[src/rtl/if_fetch.sv]
// Instruction-fetch stage: owns the fetch PC, drives a req/ack instruction memory port,
// absorbs ctrl stalls with a one-entry buffer and applies ID redirects with a single bubble.
module if_fetch #(
  parameter logic [31:0] RESET_PC = 32'h0000_0000,
  parameter logic [31:0] NOP_INST = 32'h0000_0000
) (
  input  logic        clk,
  input  logic        rst,
  input  logic        stall_i,
  input  logic        be_i,
  input  logic [31:0] baddr_i,
  output logic        imem_req_o,
  output logic [31:0] imem_addr_o,
  input  logic        imem_ack_i,
  input  logic [31:0] imem_rdata_i,
  output logic [31:0] id_pc_o,
  output logic [31:0] id_inst_o,
  output logic        id_valid_o
);

  typedef enum logic [1:0] {S_RESET, S_REQ, S_HOLD, S_DROP} state_t;

  state_t      state, state_n;
  logic [31:0] fpc, fpc_n;
  logic [31:0] pend, pend_n;
  logic [31:0] buf_pc, buf_pc_n;
  logic [31:0] buf_inst, buf_inst_n;
  logic [31:0] id_pc_n, id_inst_n;
  logic        id_valid_n;
  logic        redirect;
  logic [31:0] target;

  assign redirect    = be_i && !stall_i;
  assign target      = {baddr_i[31:2], 2'b00};
  assign imem_req_o  = (state == S_REQ) || (state == S_DROP);
  assign imem_addr_o = {fpc[31:2], 2'b00};

  // id_*_n is only consumed when not stalled; a bubble is the default delivery.
  always_comb begin
    state_n    = state;
    fpc_n      = fpc;
    pend_n     = pend;
    buf_pc_n   = buf_pc;
    buf_inst_n = buf_inst;
    id_pc_n    = 32'h0;
    id_inst_n  = NOP_INST;
    id_valid_n = 1'b0;
    case (state)
      S_RESET: state_n = S_REQ;
      S_REQ: begin
        if (redirect) begin
          if (imem_ack_i) begin
            fpc_n = target;
          end else begin
            pend_n  = target;
            state_n = S_DROP;
          end
        end else if (imem_ack_i) begin
          fpc_n = fpc + 32'd4;
          if (stall_i) begin
            buf_pc_n   = fpc;
            buf_inst_n = imem_rdata_i;
            state_n    = S_HOLD;
          end else begin
            id_pc_n    = fpc;
            id_inst_n  = imem_rdata_i;
            id_valid_n = 1'b1;
          end
        end
      end
      S_HOLD: begin
        if (redirect) begin
          fpc_n   = target;
          state_n = S_REQ;
        end else if (!stall_i) begin
          id_pc_n    = buf_pc;
          id_inst_n  = buf_inst;
          id_valid_n = 1'b1;
          state_n    = S_REQ;
        end
      end
      S_DROP: begin
        // The address stays on the old fetch until ack; the newest redirect target wins.
        if (redirect) pend_n = target;
        if (imem_ack_i) begin
          fpc_n   = redirect ? target : pend;
          state_n = S_REQ;
        end
      end
      default: state_n = S_RESET;
    endcase
  end

  always_ff @(posedge clk or posedge rst) begin
    if (rst) begin
      state      <= S_RESET;
      fpc        <= RESET_PC;
      pend       <= RESET_PC;
      buf_pc     <= 32'h0;
      buf_inst   <= NOP_INST;
      id_pc_o    <= 32'h0;
      id_inst_o  <= NOP_INST;
      id_valid_o <= 1'b0;
    end else begin
      state    <= state_n;
      fpc      <= fpc_n;
      pend     <= pend_n;
      buf_pc   <= buf_pc_n;
      buf_inst <= buf_inst_n;
      if (!stall_i) begin
        id_pc_o    <= id_pc_n;
        id_inst_o  <= id_inst_n;
        id_valid_o <= id_valid_n;
      end
    end
  end

endmodule
[config.mk]
export PLATFORM = sky130hd
export DESIGN_NAME = if_fetch
export DESIGN_NICKNAME = d
export VERILOG_FILES = /design/src/rtl/if_fetch.sv
export SDC_FILE = /design/constraint.sdc
export NUM_CORES = 1
export LEC_CHECK = 0
export ABC_AREA = 1
export CORE_ASPECT_RATIO = 0.9
export CORE_MARGIN = 4
export CORE_UTILIZATION = 55
export CTS_BUF_LIST = sky130_fd_sc_hd__clkbuf_4 sky130_fd_sc_hd__clkbuf_8 sky130_fd_sc_hd__clkbuf_16
export DETAILED_ROUTE_END_ITERATION = 7
export GPL_TIMING_DRIVEN = 0
export PLACE_DENSITY = 0.81
export RECOVER_POWER = 50
export SLEW_MARGIN = 20
export SYNTH_ARGS = -nofsm -noshare
export SYNTH_HDL_FRONTEND = slang
export SYNTH_SLANG_ARGS = --single-unit
[constraint.sdc]
create_clock -name clk -period 9 [get_ports clk]
set_input_delay 1.8 -clock clk [delete_from_list [all_inputs] [get_ports clk]]
set_output_delay 1.8 -clock clk [all_outputs]
set_load 0.1 [all_outputs]
Word-level counts from Yosys, hierarchy flattened
Cells that the tools add are included.
- flip-flop bits (word level): 195
- add/subtract/negate cells: 1
- reductions and logical operators: 10
- bitwise logic cells: 1
- multiplexer cells: 30
- eq/ne operators: 12
- operators by type and width (kind ; count):
    two-way mux 32 bit ; 14
    one-hot mux 32 bit (2 select lines) ; 3
    one-hot mux 32 bit (3 select lines) ; 1
    adder 32 x 3 -> 32 bit (second input constant) ; 1
    two-way mux 2 bit ; 7
    != test 3 bit (second input constant) ; 4
    != test 2 bit (second input constant) ; 5
    one-hot mux 2 bit (4 select lines) ; 1
    AND reduction 4 bit ; 2
    AND reduction 5 bit ; 1
    == test 2 bit (second input constant) ; 2
    two-way mux 1 bit ; 3
    AND reduction 3 bit ; 1
    nonzero test 3 bit ; 1
    == test 2 x 1 -> 1 bit (second input constant) ; 1
    zero test 2 bit ; 1
    one-hot mux 1 bit (2 select lines) ; 1
    nonzero test 2 bit ; 1
    logical AND 1 bit ; 1
    zero test 1 bit ; 1
    logical OR 1 bit ; 1
    NOT 1 bit ; 1

Depth between registers and ports, before layout
Gate-level depths: netlist of the first run.
- depth in word-level cells: 5
- mapped depth: 12

Worst setup path after synthesis of the first run
OpenSTA, ideal clock, no wires.
- path type: register -> output
- from: register state[0]
- to: output port imem_req_o
- cell stages (with the launch flop): 5
- setup slack: 5772 ps
- data arrival time: 1428 ps
- path buffers: 1
- cells stage by stage: dfrtp_1 -> ha_1 -> buf_2 -> nor2_4 -> inv_1
- word-level cells in the longest chain between the ends: 2
- elaborated cells on any way between the ends: 3
- classes of those cells: 2 x eq/ne; 1 x reduce/logical
- RTL lines (item ; RTL line ; source):
    start: declaration ; 23 ; state_t state, state_n;
    start signal: assignment ; 105 ; state <= state_n;
    == test 2 x 1 -> 1 bit / == test 2 bit (equally long branches) ; 35 ; assign imem_req_o = (state == S_REQ) || (state == S_DROP);
    logical OR 1 bit (*) ; 35 ;
    end: declaration ; 12 ; output logic imem_req_o,
Mark *: on every way between the ends. The rest lies on a longest branch, timed or not.

Worst setup path in the final report of the first run
- from: input port stall_i
- to: register id_pc_o[18]
- word-level cells in the longest chain between the ends: 4
- elaborated cells on any way between the ends: 5
- classes of those cells: 3 x mux; 2 x reduce/logical
- RTL lines (item ; RTL line ; source):
    start: declaration ; 9 ; input logic stall_i,
    zero test 1 bit ; - ;
    logical AND 1 bit ; 33 ; assign redirect = be_i && !stall_i;
    two-way mux 32 bit (on tied branches) ; 72, 51 ;
    one-hot mux 32 bit (2 select lines) ; 48 ; case (state)
    end signal: assignment ; 111 ; id_pc_o <= id_pc_n;
    end: declaration ; 16 ; output logic [31:0] id_pc_o,
Parallel ways exist; a longest one is shown, timed or not.
A chain may end at the register's enable or synchronous reset.

==> results of run 1 <==
==> state kept, by name, summed over array words and instances (netlist names) <==
register and flops:
buf_pc 32, pend 32, state 2, id_valid_o 1, id_pc_o 32, id_inst_o 32, buf_inst 32, fpc 32
==> power by group <==
group,switching (mW),internal [mW],total [mW]
sequential,0.258,1.23,1.49
combinational,2.20,0.810,3.01
clock,0.395,0.387,0.782
total,2.86,2.43,5.29
==> critical path, stage by stage <==
cell and delay, ns:
sky130_fd_sc_hd__dlygate4sd3_1 0.60, sky130_fd_sc_hd__inv_1 0.13, sky130_fd_sc_hd__nand2_1 0.32, sky130_fd_sc_hd__clkinvlp_2 0.45, sky130_fd_sc_hd__nor2_1 0.44, sky130_fd_sc_hd__nand2_1 0.17, sky130_fd_sc_hd__clkbuf_1 0.32, sky130_fd_sc_hd__clkbuf_1 0.31
sky130_fd_sc_hd__o21ai_0 0.28, sky130_fd_sc_hd__inv_1 0.07, sky130_fd_sc_hd__o21ai_1 0.11
==> cells by family (layout without fill, tap and decap cells) <==
logic type               Yosys count  after routing  synth area share (%)
AND/OR/NAND/NOR                  547            547                  21.1
XOR/XNOR                           5              5                 0.412
adder cells (fa/ha/maj)            4              4                 0.471
other                              1              2                0.0353
AO/OA/AOI/OAI                    384            384                  18.7
flip-flops                       195            195                  45.9
buffers and inverters            329            525                  13.4
==> cells in the mapped netlist (2+ instances only) <==
master	instances
sky130_fd_sc_hd__a22oi_1	5
sky130_fd_sc_hd__o21ai_0	216
sky130_fd_sc_hd__nor2_4	3
sky130_fd_sc_hd__xor2_1	5
sky130_fd_sc_hd__dfrtp_1	195
sky130_fd_sc_hd__clkbuf_1	57
sky130_fd_sc_hd__a21oi_1	33
sky130_fd_sc_hd__nand3_1	89
sky130_fd_sc_hd__buf_4	34
sky130_fd_sc_hd__buf_6	5
sky130_fd_sc_hd__o211ai_1	10
sky130_fd_sc_hd__nor2_2	6
sky130_fd_sc_hd__ha_1	4
sky130_fd_sc_hd__nand2_1	367
sky130_fd_sc_hd__inv_2	6
sky130_fd_sc_hd__a31oi_1	2
sky130_fd_sc_hd__buf_1	3
sky130_fd_sc_hd__o21ai_1	115
sky130_fd_sc_hd__buf_2	16
sky130_fd_sc_hd__nor2_1	77
sky130_fd_sc_hd__inv_1	207
==> placed cells by master (no fill, tap or decap), drive strengths merged, types with 2 or more instances in the layout <==
cell type and count:
nand3 89, clkinvlp 2, a31oi 2, a22oi 5, dlygate4sd3 3, o21ai 331
clkinv 9, buf 49, clkbuf 86, xor2 5, ha 4, conb 2
dfrtp 195, nor2 87, a21oi 33, clkdlybuf4s50 159, o211ai 11, inv 217
nand2 368
==> through the flow <==
step | hold slack [ns] | util (%) | TNS, ns | cells | total power [mW]
final | 0.488 | 70.4 | 0 | 1907 | 5.29
after global routing | 0.514 | 70.4 | 0 | 1907 | 5.61
after CTS | 0.493 | 70.8 | 0 | 1907 | 5.29
after detailed placement | 0.474 | 67.5 | 0 | 1875 | 4.50
after global placement | 0.466 | 67.2 | -123.18 | 1873 | 4.42
after floorplan | 0.454 | - | 0 | 1466 | 3.71
==> worst paths after layout <==
path / from / slack (ns) / cells past startpoint / endpoint
hold / removal: id_pc_o[1] / 0.49 / 2 / id_pc_o[1]
max in group asynchronous: rst / 5.56 / 4 / fpc[24]
setup / recovery: stall_i / 4.37 / 11 / id_pc_o[18]
min in group asynchronous: rst / 2.05 / 2 / id_inst_o[18]
hold reg to reg: id_pc_o[1] / 0.49 / 2 / id_pc_o[1]
setup reg to reg: state[1] / 6.52 / 10 / id_pc_o[18]
==> metal layers <==
metal	GRT usage [%]	vias up	share of wire (%)	wire length, um
li1	-	4992	-	-
met4	7.39	0	1.9	592
met5	0	-	0	0
met3	4.81	47	7.4	2270
met1	41.1	4876	44	13700
met2	45.8	455	46	14300
==> layout make-up <==
class / instances / area (um2)
clock buffer: 18 / 439
fill: 1543 / 5540
sequential: 195 / 4880
multi-input combinational: 942 / 4300
buffer: 115 / 567
clock inverter: 14 / 185
inverter: 214 / 806
timing repair buffer: 164 / 1680
tap: 245 / 307
==> parameters.txt, run 1 <==
Parameter                              Value

Floorplan
  Total Die Area    approximately 0.022 mm2
  Width of the die    approximately 150 um
  Placeable core region    between 0.015 and 0.02 mm2
  Chip height    between 100 and 150 um
  Number of top-level design ports    approximately 170
  Starting density of the core    a little under three fifths
  Number of placement rows    between 40 and 50

Placement
  Final weighted congestion of routability-driven global placement    0.902
  Total cell area at the placement stage    roughly 0.013 mm2
  Number of buffer cells added on primary ports    about 160
  Post-Place Worst Slack    4.98 ns
  Final HPWL DP    ~23 mm

Clock network
  Hold buffers post-CTS    0
  Clock tree from TritonCTS    yes
  Later-pin clock latency in the skew report    between 0.4 and 0.5 ns
  Clock sink count    195
  Post-CTS resize count    0
  Number of CTS-inserted buffers    17
  Maximum number of buffers from clock root to sink    2
  H-tree depth    4
  Post-CTS setup repair buffer count    0
  Clock edge transition at the registers on the reported setup and hold paths    0.08 ns
  CTS root buf    sky130_fd_sc_hd__clkbuf_16

Drt
  Wire length per cell    around 16 um
  Post-route DRC    0
  Antenna viol nets, final    0
  Aggregate routed wire length    ~31 mm
  Pre-Repair DR Iteration Count    6
  Via total after detailed routing    between 10000 and 15000
  Number of vias per cell    approximately 5.4
  First DRT Iteration DRCs    about 1100

Layout
  Design Area, Final    ~0.013 mm2
  Area added between synthesis and finish    23.9%
  Share of post-route cells with drive strength above 1    a little under 6%
  Count of nets after finishing    approximately 1700
  Ant. Diodes    0

Outcome
  Status    finished clean

Worst setup path
  Endpoint required time on the critical path    9.37 ns
  CP endpoint kind    register
  CP startpoint kind    primary input
  Worst setup path category    primary input to register
  Worst EP arrival    ~5.0 ns
  Critical Path Fanout Max    10

Timing
  Peak Freq    around 0.22 GHz
  Max transition margin    20.2%
  Final setup violation count    0
  Final Cycle Share    about half
  Slew @ Worst Pin    between 1 and 1.5 ns
  Number of max-slew violations in the final report    0
  Clock period minus worst slack    4.63 ns
  Final worst clock skew    roughly 0.0090 ns
  RSZ-0062 raised after global routing    false
  Count of endpoints failing hold in the final timing report    0
  Post-layout worst setup margin    about 4.4 ns

Yosys
  Post-synth top area share    a little under half
  Asr flop ratio synth    between 90% and 100%
  Portion of the post-synthesis area used by sequential elements    between 40% and 50%
  Dominant cells by area after synthesis    sky130_fd_sc_hd__dfrtp_1 (46%), sky130_fd_sc_hd__nand2_1 (13%), sky130_fd_sc_hd__o21ai_0 (10%)
  Number of synthesized flops with an enable pin    0
  Number of flip-flops and latches in the synthesized netlist    roughly 200
  Warnings, synthesis    0
  Library cells used by synthesis    31
  Avg Inst Size Synth    7.25 um2
  Post-synthesis instance area    approximately 0.011 mm2
  Post-synthesis instance total    around 1500
  Leading area contributor after synthesis    sky130_fd_sc_hd__dfrtp_1
  Primary flip-flop cell chosen by synthesis mapping    sky130_fd_sc_hd__dfrtp_1

Hold path
  Tightest Hold Check Type    register to register

Run
  Max cap viols    0

Global routing
  Wire length of the first global-routing pass    50.5 mm
  Number of global-route vias before repair    9871
  Initial antenna violation count    0
  Maximum number of pins on one net before global-route repair    96
  Global router's overall resource usage    around 29%
  Global route total overflow    0

Power and ir drop
  Max VDD drop    about 270 uV
  Total power density per cell area    ~400 mW/mm2
  Leakage power of the design    about 6.1 nW
Note: power is estimated with default switching activity, not from simulation.
==> run 2, diff against run 1 <==
==> constraint.sdc (replaced) <==
create_clock -name clk -period 4.71 [get_ports clk]
set_input_delay 0.942 -clock clk [delete_from_list [all_inputs] [get_ports clk]]
set_output_delay 0.942 -clock clk [all_outputs]
set_load 0.1 [all_outputs]
==> parameters.txt, run 2 (same netlist as run 1, synthesis figures left out) <==
Parameter                              Value

Timing
  Final setup violation count    0
  Final worst clock skew    between 0.008 and 0.009 ns
  Total negative slack    0 ns
  Clock period minus worst slack    roughly 3.7 ns
  Max transition margin    -17.9%
  Peak Freq    0.269 GHz
  Number of max-slew violations in the final report    30
  Final Cycle Share    about four fifths
  Slew @ Worst Pin    1.77 ns
  RSZ-0062 raised after global routing    false
  Count of endpoints failing hold in the final timing report    0

Worst setup path
  Worst EP arrival    ~4.1 ns
  Worst setup path category    primary input to register
  CP endpoint kind    register
  CP startpoint kind    primary input
  Endpoint required time on the critical path    5.08 ns
  Critical Path Fanout Max    10
  R2r setup slk    2.20 ns

Layout
  Ant. Diodes    0
  Most common cell after layout, fill and taps aside    sky130_fd_sc_hd__nand2_1
  Final core utilization    a little over two thirds
  Count of nets after finishing    1726
  Commonest cells after routing, fill and taps aside    sky130_fd_sc_hd__nand2_1 (368), sky130_fd_sc_hd__o21ai_0 (232), sky130_fd_sc_hd__inv_1 (207)
  Share of post-route cells with drive strength above 1    just under 6%
  Area added between synthesis and finish    23.5%
  Number of non-filler instances in the completed layout    1911
  Fillcell total    around 1600
  Design Area, Final    0.0131 mm2

Drt
  Pre-Repair DR Iteration Count    5
  Number of vias per cell    about 5.4
  First DRT Iteration DRCs    about 900
  Aggregate routed wire length    between 30 and 40 mm
  Via total after detailed routing    between 10000 and 15000
  Wire length per cell    ~16 um
  Post-route DRC    0
  Antenna viol nets, final    0

Clock network
  Clock tree from TritonCTS    yes
  H-tree depth    4
  Clock sink count    around 200
  Clock edge transition at the registers on the reported setup and hold paths    0.08 ns
  Number of CTS-inserted buffers    17
  Hold buffers post-CTS    0
  Post-CTS resize count    0
  Maximum number of buffers from clock root to sink    2
  Later-pin clock latency in the skew report    around 0.44 ns
  Post-CTS setup repair buffer count    0
  CTS root buf    sky130_fd_sc_hd__clkbuf_16

Run
  Max cap viols    1

Floorplan
  Number of placement rows    47
  Width of the die    between 150 and 200 um
  Chip height    140 um
  Number of top-level design ports    roughly 170
  Placeable core region    between 0.015 and 0.02 mm2
  Total Die Area    0.0216 mm2
  Starting density of the core    56.8%

Placement
  Final weighted congestion of routability-driven global placement    0.907
  Number of buffer cells added on primary ports    between 150 and 200
  Final HPWL DP    roughly 23 mm
  Total cell area at the placement stage    around 0.013 mm2
  Number of cells after detailed placement    around 1900

Global routing
  Global router's overall resource usage    between 20 and 30%
  Maximum number of pins on one net before global-route repair    36
  Number of global-route vias before repair    about 9800
  Global route total overflow    0
  Initial antenna violation count    0
  Wire length of the first global-routing pass    approximately 50 mm

Power and ir drop
  PnR Total Power    10.0 mW
  Total power density per cell area    762 mW/mm2
  Max VDD drop    about 420 uV
  Leakage power of the design    6.10 nW

Outcome
  Violations in the final reports    capacitance limit, slew limit
  Status    finished, violations left

Hold path
  Tightest Hold Check Type    register to register
-- run 2: cell count changes in the layout (fill, tap and decap cells not counted), moves of 2 or more --
| cell | change |
|---|---|
| sky130_fd_sc_hd__buf_12 | +3 |
| sky130_fd_sc_hd__clkbuf_1 | +2 |
| sky130_fd_sc_hd__clkinv_2 | +3 |
| sky130_fd_sc_hd__clkinv_8 | -7 |
| sky130_fd_sc_hd__inv_6 | +2 |
| sky130_fd_sc_hd__o21ai_0 | -2 |
| sky130_fd_sc_hd__o21ai_1 | +2 |
-- run 2: critical path, cell delays in order --
cell                            delay [ns]
sky130_fd_sc_hd__dlygate4sd3_1        0.61
sky130_fd_sc_hd__inv_1                0.14
sky130_fd_sc_hd__nand2_1              0.38
sky130_fd_sc_hd__clkinvlp_2           0.46
sky130_fd_sc_hd__nor2_1               0.36
sky130_fd_sc_hd__nand2_1              0.16
sky130_fd_sc_hd__clkbuf_1             0.31
sky130_fd_sc_hd__clkbuf_1             0.33
sky130_fd_sc_hd__o21ai_1              0.21
sky130_fd_sc_hd__inv_1                0.07
sky130_fd_sc_hd__o21ai_1              0.11
-- run 2: routing by layer --
metal / vias up / global-route usage [%] / wire length [um]
li1: 5004 / - / -
met1: 4853 / 40.5 / 13300
met2: 471 / 45.9 / 14300
met3: 60 / 4.47 / 2530
met4: 0 / 8.55 / 686
met5: - / 0 / 0
-- run 2: cell type report --
type                    instances  area (um2)  share of cell area [%]
inverters                     214         806                    6.14
plain buffers                 115         567                    4.32
repair buffers                168        1720                    13.1
clock inverters                14         120                   0.915
clock buffers                  18         433                    3.30
multi-input cells             942        4290                    32.7
flip-flops and latches        195        4880                    37.2
well taps                     245         307                    2.34
-- run 2: where the power goes --
part           switching, mW  total [mW]  leakage [nW]  internal, mW
clock                  0.704        1.40         0.276         0.701
sequential             0.501        2.86          2.49          2.36
combinational           4.19        5.74          3.34          1.55
-- run 2: path summary, 6_finish.rpt --
check	cells after the start	to	start
max	11	id_pc_o[30]	stall_i
min	2	id_pc_o[2]	id_pc_o[2]
max reg2reg	7	pend[30]	state[1]
min reg2reg	2	id_pc_o[2]	id_pc_o[2]
max in group asynchronous	5	buf_pc[31]	rst
min in group asynchronous	2	state[0]	rst
-- run 2: through the flow --
stage,setup WS (ns),hold WS [ns]
2_1_floorplan,1.25,0.454
3_3_place_gp,-0.281,0.466
3_5_place_dp,1.58,0.474
4_1_cts,1.11,0.491
5_1_grt,0.789,0.505
6_report,0.997,0.486
==> run 3, diff against run 2 <==
--- a/config.mk
+++ b/config.mk
@@ -8,11 +8,11 @@
 export ABC_AREA = 1
 export CORE_ASPECT_RATIO = 0.9
 export CORE_MARGIN = 4
-export CORE_UTILIZATION = 55
+export CORE_UTILIZATION = 49
 export CTS_BUF_LIST = sky130_fd_sc_hd__clkbuf_4 sky130_fd_sc_hd__clkbuf_8 sky130_fd_sc_hd__clkbuf_16
 export DETAILED_ROUTE_END_ITERATION = 7
 export GPL_TIMING_DRIVEN = 0
-export PLACE_DENSITY = 0.81
+export PLACE_DENSITY = 0.77
 export RECOVER_POWER = 50
 export SLEW_MARGIN = 20
 export SYNTH_ARGS = -nofsm -noshare
==> constraint.sdc (replaced) <==
create_clock -name clk -period 3.2 [get_ports clk]
set_input_delay 0.64 -clock clk [delete_from_list [all_inputs] [get_ports clk]]
set_output_delay 0.64 -clock clk [all_outputs]
set_load 0.1 [all_outputs]
==> parameters.txt, run 3 (same netlist as run 1, synthesis figures left out) <==
Parameter                              Value

Outcome
  Status    finished, violations left
  Violations in the final reports    capacitance limit, slew limit

Clock network
  Clock tree from TritonCTS    yes
  Post-CTS setup repair buffer count    0
  CTS root buf    sky130_fd_sc_hd__clkbuf_16
  Number of CTS-inserted buffers    17
  Post-CTS resize count    1
  H-tree depth    4
  Later-pin clock latency in the skew report    roughly 0.45 ns
  Maximum number of buffers from clock root to sink    2
  Clock sink count    195
  Hold buffers post-CTS    0
  Clock edge transition at the registers on the reported setup and hold paths    0.07 ns

Power and ir drop
  Total power density per cell area    around 1100 mW/mm2
  Switching Share    53.8%
  Part of the total power dissipated in combinational logic    a little under three fifths
  Max VDD drop    570 uV
  Net switching component of the power    about 8 mW
  PnR Total Power    roughly 15 mW
  Leakage power of the design    between 6 and 7 nW
  Sequential cell fraction of total power    approximately 29%
  Internal power of the cells    between 6 and 7 mW
  Clock group share of total power    14.4%

Timing
  RSZ-0062 raised after global routing    false
  Post-layout worst setup margin    0.238 ns
  Max transition margin    -3.06%
  Clock period minus worst slack    ~3.0 ns
  Peak Freq    around 0.34 GHz
  Count of endpoints failing hold in the final timing report    0
  Number of max-slew violations in the final report    32
  Final Cycle Share    92.6%
  Final worst clock skew    roughly 0.013 ns
  Total negative slack    0 ns
  Final setup violation count    0
  Slew @ Worst Pin    about 1.5 ns

Layout
  Share of post-route cells with drive strength above 1    6.12%
  Most common cell after layout, fill and taps aside    sky130_fd_sc_hd__nand2_1
  Count of nets after finishing    roughly 1700
  Ant. Diodes    0
  Area added between synthesis and finish    24.3%
  Commonest cells after routing, fill and taps aside    sky130_fd_sc_hd__nand2_1 (368), sky130_fd_sc_hd__o21ai_0 (239), sky130_fd_sc_hd__inv_1 (208)
  Final core utilization    62.6%

Floorplan
  Number of placement rows    50
  Chip height    148 um
  Placeable core region    approximately 0.021 mm2
  Starting density of the core    roughly 50%
  Total Die Area    approximately 0.024 mm2
  Number of top-level design ports    between 150 and 200
  Width of the die    between 150 and 200 um

Placement
  Final HPWL DP    about 23 mm
  Number of buffer cells added on primary ports    about 160
  Final weighted congestion of routability-driven global placement    ~0.90
  Post-Place Worst Slack    around 0.36 ns

Worst setup path
  Top cell family by delay on the critical path    buffers and inverters
  CP endpoint kind    primary output
  CP startpoint kind    register
  Crit-path cells    ha_1 -> buf_2 -> nor2_4 -> inv_1 -> dlygate4sd2_1
  Critical path's largest stage delay    a little under 0.9 ns
  CP max stage cell    sky130_fd_sc_hd__dlygate4sd2_1
  Worst EP arrival    2.32 ns
  Endpoint required time on the critical path    approximately 2.6 ns
  Worst setup path category    register to primary output
  Buf/Inv on CP    3
  R2r setup slk    slightly below 0.8 ns
  Critical Path Fanout Max    9

Drt
  Aggregate routed wire length    31.0 mm
  First DRT Iteration DRCs    around 1000
  Number of vias per cell    5.29
  Pre-Repair DR Iteration Count    5
  Post-route DRC    0
  Antenna viol nets, final    0
  Wire length per cell    ~16 um
  Via total after detailed routing    about 10000

Global routing
  Number of global-route vias before repair    around 9900
  Maximum number of pins on one net before global-route repair    33
  Wire length of the first global-routing pass    approximately 50 mm
  Initial antenna violation count    0
  Global router's overall resource usage    25.5%
  Global route total overflow    0

Hold path
  Tightest Hold Check Type    register to register

Run
  Max cap viols    1
run 3: routing by layer:
layer	global-route usage [%]	wire length (um)	up-vias
li1	-	-	5000
met1	35.9	13500	4809
met2	41.2	14600	469
met3	4.54	2460	50
met4	6.50	495	0
met5	0	0	-
run 3: stage by stage:
stage          hold slack (ns)  area, um2  cells
2_1_floorplan            0.454      10600   1466
3_3_place_gp             0.467      12600   1914
3_5_place_dp             0.472      12800   1921
4_1_cts                  0.488      13400   1953
5_1_grt                  0.509      13200   1953
6_report                 0.485      13200   1953
run 3: final cells by class:
type	instances	area, um2
plain buffers	115	589
clock inverters	14	141
well taps	286	358
flip-flops and latches	195	4880
fillers	1866	7880
clock buffers	18	439
multi-input cells	942	4280
repair buffers	169	1710
inverters	214	807
run 3: path summary, 6_finish.rpt:
check                                    from       endpoint  depth (start not counted)
worst max register to register       state[0]        fpc[25]                          9
worst max-delay path                 state[0]     imem_req_o                          5
worst min register to register  id_inst_o[26]  id_inst_o[26]                          2
max in group asynchronous                 rst       pend[24]                          4
worst min-delay path            id_inst_o[26]  id_inst_o[26]                          2
min in group asynchronous                 rst  id_inst_o[20]                          2
run 3: power groups by stage:
stage               registers (mW)  logic [mW]  clock network [mW]
floorplan                     5.46        4.98                   0
global placement              4.19        8.26                   0
detailed placement            4.23        8.43                   0
CTS                           4.18        8.47                2.13
global route                  4.31        9.05                2.23
finish                        4.20        8.37                2.12
run 3: worst reg2reg max path: stages (launching register included):
cell and delay [ns]:
sky130_fd_sc_hd__dfrtp_1 0.45, sky130_fd_sc_hd__ha_1 0.22, sky130_fd_sc_hd__buf_2 0.18, sky130_fd_sc_hd__nor2_4 0.11, sky130_fd_sc_hd__inv_1 0.09, sky130_fd_sc_hd__o211ai_1 0.47, sky130_fd_sc_hd__inv_1 0.28, sky130_fd_sc_hd__clkbuf_1 0.29
sky130_fd_sc_hd__nor2_1 0.16, sky130_fd_sc_hd__a21oi_1 0.06
